[src/rtl/fifo_buffer.sv]
// -----------------------------------------------------------------------------
// fifo_buffer
//   Synchronous first-word-fall-through FIFO with valid/ready handshake on both
//   sides. Decouples a producer from a consumer in one clock domain and absorbs
//   bursts of up to DEPTH words.
//
// Parameters
//   WIDTH : data word width in bits (>= 1)
//   DEPTH : number of entries, power of two (>= 2)
//   AW    : pointer index width, derived from DEPTH (do not override)
//
// Ports
//   clk        in   rising-edge clock
//   rst_n      in   asynchronous active-low reset
//   in_data    in   write data
//   in_valid   in   producer offers in_data
//   in_ready   out  buffer can accept a word (not full), from pointers only
//   out_data   out  head-of-queue word, meaningful while out_valid=1
//   out_valid  out  buffer holds at least one word (not empty), from pointers only
//   out_ready  in   consumer takes out_data
//   level      out  occupancy 0..DEPTH (only with FIFO_BUFFER_LEVEL_EN)
//
// Configuration
//   FIFO_BUFFER_LEVEL_EN : define to add the level occupancy output.
// -----------------------------------------------------------------------------
module fifo_buffer #(
    parameter int unsigned WIDTH = 8,
    parameter int unsigned DEPTH = 4,
    parameter int unsigned AW    = $clog2(DEPTH)
) (
    input  logic             clk,
    input  logic             rst_n,
    input  logic [WIDTH-1:0] in_data,
    input  logic             in_valid,
    output logic             in_ready,
    output logic [WIDTH-1:0] out_data,
    output logic             out_valid,
    input  logic             out_ready
`ifdef FIFO_BUFFER_LEVEL_EN
    ,
    output logic [AW:0]      level
`endif
);

    localparam int unsigned PW = AW + 1;

    // Pointers carry one extra wrap bit to tell full from empty.
    logic [PW-1:0]    r_wr_ptr;
    logic [PW-1:0]    r_rd_ptr;
    logic [WIDTH-1:0] r_mem [DEPTH];

    logic w_empty;
    logic w_full;
    logic w_push;
    logic w_pop;

    // Status flags depend only on the pointer registers.
    always_comb begin
        w_empty = (r_wr_ptr == r_rd_ptr);
        w_full  = (r_wr_ptr[AW-1:0] == r_rd_ptr[AW-1:0]) &&
                  (r_wr_ptr[AW] != r_rd_ptr[AW]);
    end

    // Transfers are gated by ready/valid, so overflow/underflow cannot occur.
    always_comb begin
        w_push = in_valid && !w_full;
        w_pop  = out_ready && !w_empty;
    end

    assign in_ready  = !w_full;
    assign out_valid = !w_empty;

    // FWFT: the head word is presented directly from storage.
    assign out_data = r_mem[r_rd_ptr[AW-1:0]];

    // Write pointer.
    always_ff @(posedge clk or negedge rst_n) begin
        if (!rst_n) begin
            r_wr_ptr <= '0;
        end else if (w_push) begin
            r_wr_ptr <= r_wr_ptr + PW'(1);
        end
    end

    // Read pointer.
    always_ff @(posedge clk or negedge rst_n) begin
        if (!rst_n) begin
            r_rd_ptr <= '0;
        end else if (w_pop) begin
            r_rd_ptr <= r_rd_ptr + PW'(1);
        end
    end

    // Storage array; contents are intentionally not reset.
    always_ff @(posedge clk) begin
        if (w_push) begin
            r_mem[r_wr_ptr[AW-1:0]] <= in_data;
        end
    end

`ifdef FIFO_BUFFER_LEVEL_EN
    // Occupancy counter tracking wr_ptr - rd_ptr on the same edges.
    logic [PW-1:0] r_level;

    always_ff @(posedge clk or negedge rst_n) begin
        if (!rst_n) begin
            r_level <= '0;
        end else if (w_push && !w_pop) begin
            r_level <= r_level + PW'(1);
        end else if (w_pop && !w_push) begin
            r_level <= r_level - PW'(1);
        end
    end

    assign level = r_level;
`endif

endmodule

[config.mk]
export PLATFORM = sky130hd
export DESIGN_NAME = fifo_buffer
export DESIGN_NICKNAME = d
export VERILOG_FILES = /design/src/rtl/fifo_buffer.sv
export SDC_FILE = /design/constraint.sdc
export NUM_CORES = 1
export LEC_CHECK = 0
export BUFFER_PORTS_ARGS = -buffer_cell sky130_fd_sc_hd__buf_4
export CORE_MARGIN = 5
export CORE_UTILIZATION = 35
export DETAILED_ROUTE_END_ITERATION = 10
export PLACE_DENSITY = 0.54
export SLEW_MARGIN = 20
export SYNTH_ARGS = -nofsm -noshare
export SYNTH_HDL_FRONTEND = slang
export SYNTH_SLANG_ARGS = --single-unit
[constraint.sdc]
create_clock -name clk -period 4.4 [get_ports clk]
set_input_delay 0.66 -clock clk [delete_from_list [all_inputs] [get_ports clk]]
set_output_delay 0.66 -clock clk [all_outputs]
set_load 0.01 [all_outputs]
## Word level (Yosys, flattened, before mapping)

Memories as Yosys holds them, arrays and structs flattened.
Cells that the tools add are included.

| storage, ports and cells | value |
|---|---|
| memories kept | 1 |
| input bits | 12 |
| output and inout port bits | 10 |
| logic and storage cells | 15 |
| bits in writable memories | 32 |
| register bits | 6 |

Memory list:

| memory | depth | bits a word | rd ports | clocked after memory_dff | write ports | line | RTL |
|---|---|---|---|---|---|---|---|
| r_mem | 4 | 8 | 1 | 0 | 1 | 50 | `logic [WIDTH-1:0] r_mem [DEPTH];` |

| operators by class | value |
|---|---|
| add/sub/neg operators | 2 |
| mux-type cells | 2 |
| equality and inequality tests | 3 |
| reductions and logical operators | 5 |

Operators with widths:

| kind | number |
|---|---|
| 3-bit by 1-bit adder with 3-bit output (second input constant) | 2 |
| 3-bit == test | 1 |
| 1-bit logical AND | 3 |
| 2-bit == test | 1 |
| 1-bit logical NOT | 2 |
| 1-bit 2-to-1 mux | 2 |
| 1-bit inequality test | 1 |

## Logic depth before layout (Yosys ltp)

| logic depth | value |
|---|---|
| depth in word-level cells | 6 |
| depth in mapped cells | 5 |
| gate-level depth less buffers | 5 |

## Worst setup path before layout

Ideal clock, no wire load.

| path | value |
|---|---|
| path kind | flip-flop to output port |
| start | reg r_rd_ptr[0] |
| end | out out_data[0] |
| buffers on the path | 1 |
| arrival | 1125 ps |
| data required time | 3740 ps |
| slack | 2615 ps |
| cell stages (with the launch flop) | 3 |
| cells stage by stage | dfrtp_1 buf_6 mux4_2 |

| on the way | value |
|---|---|
| word-level cells in the longest chain between the ends | 1 |

RTL lines:

| what | line | RTL |
|---|---|---|
| start: declaration | 49 | `logic [PW-1:0] r_rd_ptr;` |
| start signal: assignment | 90 | `r_rd_ptr <= r_rd_ptr + PW'(1);` |
| memory 4 x 8 bit | - |  |
| end: declaration | 36 | `output logic [WIDTH-1:0] out_data,` |

No other way between the ends.

## Worst setup path in the final report

| path | value |
|---|---|
| start | reg r_rd_ptr[0] |
| end | out out_data[6] |

Same word-level chain as after synthesis.

==> metrics.json <==
{
  "synth_nets": 106,
  "maxClockFrequency_mhz": 394,
  "fin_tns_setup_ns": 0,
  "final-seq-area_mm2": 0.00111,
  "cts_setup_buffers": 0,
  "post-synth-top-area-cell": "edfxtp_1",
  "synthesis.yosys.warnings": 0,
  "status": "completed",
  "vdd_ir_drop_max_mv": 0.317,
  "power.leakage_nw": 0.729,
  "dr_total_vias": 876,
  "rr_endpoint": "r_mem[1][5]",
  "transition_time_of_the_tightest_slew_check_pin_ns": 0.771,
  "multi_input_area_um2": 515,
  "cp_max_fo": 12,
  "timing.rr.start": "r_rd_ptr[0]",
  "initial_core_util_pct": 35.5,
  "grt.total_usage_pct": 10.5,
  "number_of_distinct_library_cell_variants_in_the_gate_level_netlist_after_synthesis": 23,
  "drtPass1Iterations": 2,
  "wirelength_mm": 2.91,
  "grt_util_met3_pct": 3.51,
  "grt_pass1_wl_mm": 4.79,
  "layout_setup_ws_ns": 1.86,
  "ctsHtreeMaxLevel": 2,
  "die_area_mm2": 0.00620,
  "clkLatencyLatePin_ns": 0.29,
  "num_io_pins": 22,
  "remaining_routing_drc_violations": 0,
  "number_of_antenna_violations_at_the_first_check_in_global_routing": 0,
  "num_antenna_cells": 0,
  "grt_remaining_overflow": 0,
  "gr-usage-met2_pct": 16.5,
  "clk_path_buf_depth": 2,
  "finalHoldViolations": 0,
  "yosys-mux-area-fraction_pct": 10.9,
  "timing.final.crit_period_ns": 2.54,
  "core_box_area_mm2": 0.00466,
  "number_of_endpoints_failing_setup_at_the_final_stage": 0,
  "grt_pass1_vias": 903,
  "yosys.area.top_type_share_pct": 58.1,
  "sequential_element_share_of_the_synthesized_area_pct": 67.2,
  "min_path_type": "input pin to async pin",
  "post_route_cells_drive_above_1_share_pct": 37.1,
  "area_fraction_in_compound_gates_after_synthesis_pct": 6.51,
  "synth_top_family_by_area": "multiplexers",
  "globalplace.congestion": 0.811,
  "fillers": 424,
  "largest_net_degree_at_the_start_of_global_routing": 15,
  "numPortBuffers": 21,
  "finalCritPeriodShare_pct": 57.7,
  "design_power_total_mw": 1.46,
  "synth.ff_latch_count": 38,
  "resized_gates_after_cts": 0,
  "die_x_um": 78.7,
  "synth_area_leaders": "edfxtp_1 (58%), mux4_2 (11%), dfrtp_1 (9.1%)",
  "cap_violations": 0,
  "placement.setup.worst_slack_ns": 2.10,
  "timing.final.max_slew_violations": 0,
  "clock_sinks": 38,
  "critical_path_class": "flip-flop to primary output",
  "cts_hold_buffers": 0,
  "mean_instance_size_in_the_synthesized_netlist_um2": 18.6,
  "synthSimpleGateAreaFrac_pct": 3.86,
  "dieHeight_um": 78.7,
  "arrival_ns": 1.88,
  "rows": 25,
  "ant_nets": 0,
  "cts_made_buffers": 5,
  "detailed_route_wire_length_per_cell_um": 17.1,
  "synth_area_mm2": 0.00165,
  "grt_setup_unrepaired": "no",
  "area_growth_syn_to_layout_pct": 21.0,
  "max-slew-margin-rel_pct": 48.6,
  "cts_tree": "done",
  "avgViaCountPerCell": 5.15,
  "cts-root-buf": "clkbuf_8",
  "grt.busiest_layer": "met2",
  "clock-skew-final_ns": 0.00769,
  "r2r_setup_slack_ns": 2.31,
  "power_density_over_cell_area_mw_per_mm2": 732,
  "violation_count_after_the_first_detailed_route_iteration": 48,
  "path_clk_slew_ns": 0.08,
  "final_net_count": 132,
  "core_utilization_of_the_finished_layout_pct": 42.9,
  "fraction_of_synthesized_cell_area_in_xor_and_xnor_cells_pct": 6.13,
  "type_of_element_capturing_the_critical_path": "primary output",
  "setup.worst_path.start_class": "flip-flop",
  "synthAdderAreaFrac_pct": 3.78,
  "syn-instance-count": 89,
  "rr_worst_depth": 3,
  "worstPathRequired_ns": 3.74,
  "global_route.usage.met1_pct": 13.2,
  "dp.final_hpwl_mm": 1.98
}
worst max-delay path by stage:
stage                      startpoint          end  slack (ns)  depth (start not counted)
after floorplan           r_rd_ptr[0]  out_data[0]        2.61                          2
after global placement    r_rd_ptr[0]  out_data[5]        2.14                          2
after detailed placement  r_rd_ptr[0]  out_data[5]        2.10                          2
after CTS                 r_rd_ptr[0]  out_data[5]        1.78                          2
after global routing      r_rd_ptr[0]  out_data[6]        1.70                          2
final                     r_rd_ptr[0]  out_data[6]        1.86                          2
Yosys cell counts:
cell type,number
a211o_1,1
a31oi_4,1
nand3_1,2
dfrtp_1,6
xor2_2,2
xnor2_2,1
buf_6,1
xnor2_1,4
and3_1,3
a211oi_2,1
o31ai_1,4
mux4_2,8
a21oi_1,4
xor2_1,2
ha_1,5
nand3_2,1
edfxtp_1,32
inv_1,3
nand2b_1,2
buf_2,1
a211oi_1,2
nand2_1,2
nor3_1,1
critical path, cell delays in order, from the launching register on:
cell     delay, ns
dfrtp_1       0.85
mux4_2        0.59
buf_4         0.16
cell families after synthesis:
family,Yosys count
adders and majority gates,5
muxes,8
DFF,38
AOI/OAI and AO/OA,13
buffers and inverters,5
xor gates and xnor gates,9
and+or+nand+nor,11
layer usage:
layer / share of wire (%) / wire length, µm / vias up
met2: 49 / 1410 / 21
met5: 0 / 0 / -
met1: 45 / 1290 / 446
met3: 5.1 / 148 / 6
li1: - / - / 403
met4: 1.8 / 51 / 0
metrics by stage:
stage,instances,hold slack [ns],area (µm²)
2_1_floorplan,89,0.364,1650
3_3_place_gp,162,0.477,1860
3_5_place_dp,162,0.481,1860
4_1_cts,170,0.171,2000
5_1_grt,170,0.164,2000
6_report,170,0.174,2000
power breakdown:
| group | internal (mW) | total (mW) | leakage (nW) | switching [mW] |
|---|---|---|---|---|
| clock network | 0.227 | 0.352 | 0.0683 | 0.124 |
| registers | 0.485 | 0.588 | 0.366 | 0.103 |
| logic | 0.263 | 0.524 | 0.294 | 0.262 |
area by class of cell:
cell class / count / area share [%]
well taps: 54 / 3.38
flip-flops and latches: 38 / 55.5
clock buffers: 5 / 3.44
multi-input cells: 46 / 25.8
repair buffers: 21 / 7.88
inverters: 3 / 0.563
clock inverters: 3 / 3.44
registers in the layout (all words and copies together) (netlist names):
signal and count:
r_mem 32, r_rd_ptr 3, r_wr_ptr 3
cells in the final DEF (no fill, tap or decap), types with 2 or more instances in the layout:
| cell type | instances |
|---|---|
| dfrtp_1 | 6 |
| ha_1 | 5 |
| and3_1 | 3 |
| buf_4 | 21 |
| nand3_1 | 2 |
| nand2_1 | 2 |
| xnor2_1 | 4 |
| xor2_2 | 2 |
| edfxtp_1 | 32 |
| mux4_2 | 8 |
| a21oi_1 | 4 |
| bufinv_16 | 2 |
| inv_1 | 3 |
| xor2_1 | 2 |
| a211oi_1 | 2 |
| nand2b_1 | 2 |
| o31ai_1 | 4 |
| clkbuf_8 | 5 |
(Power assumes the default switching activity.)
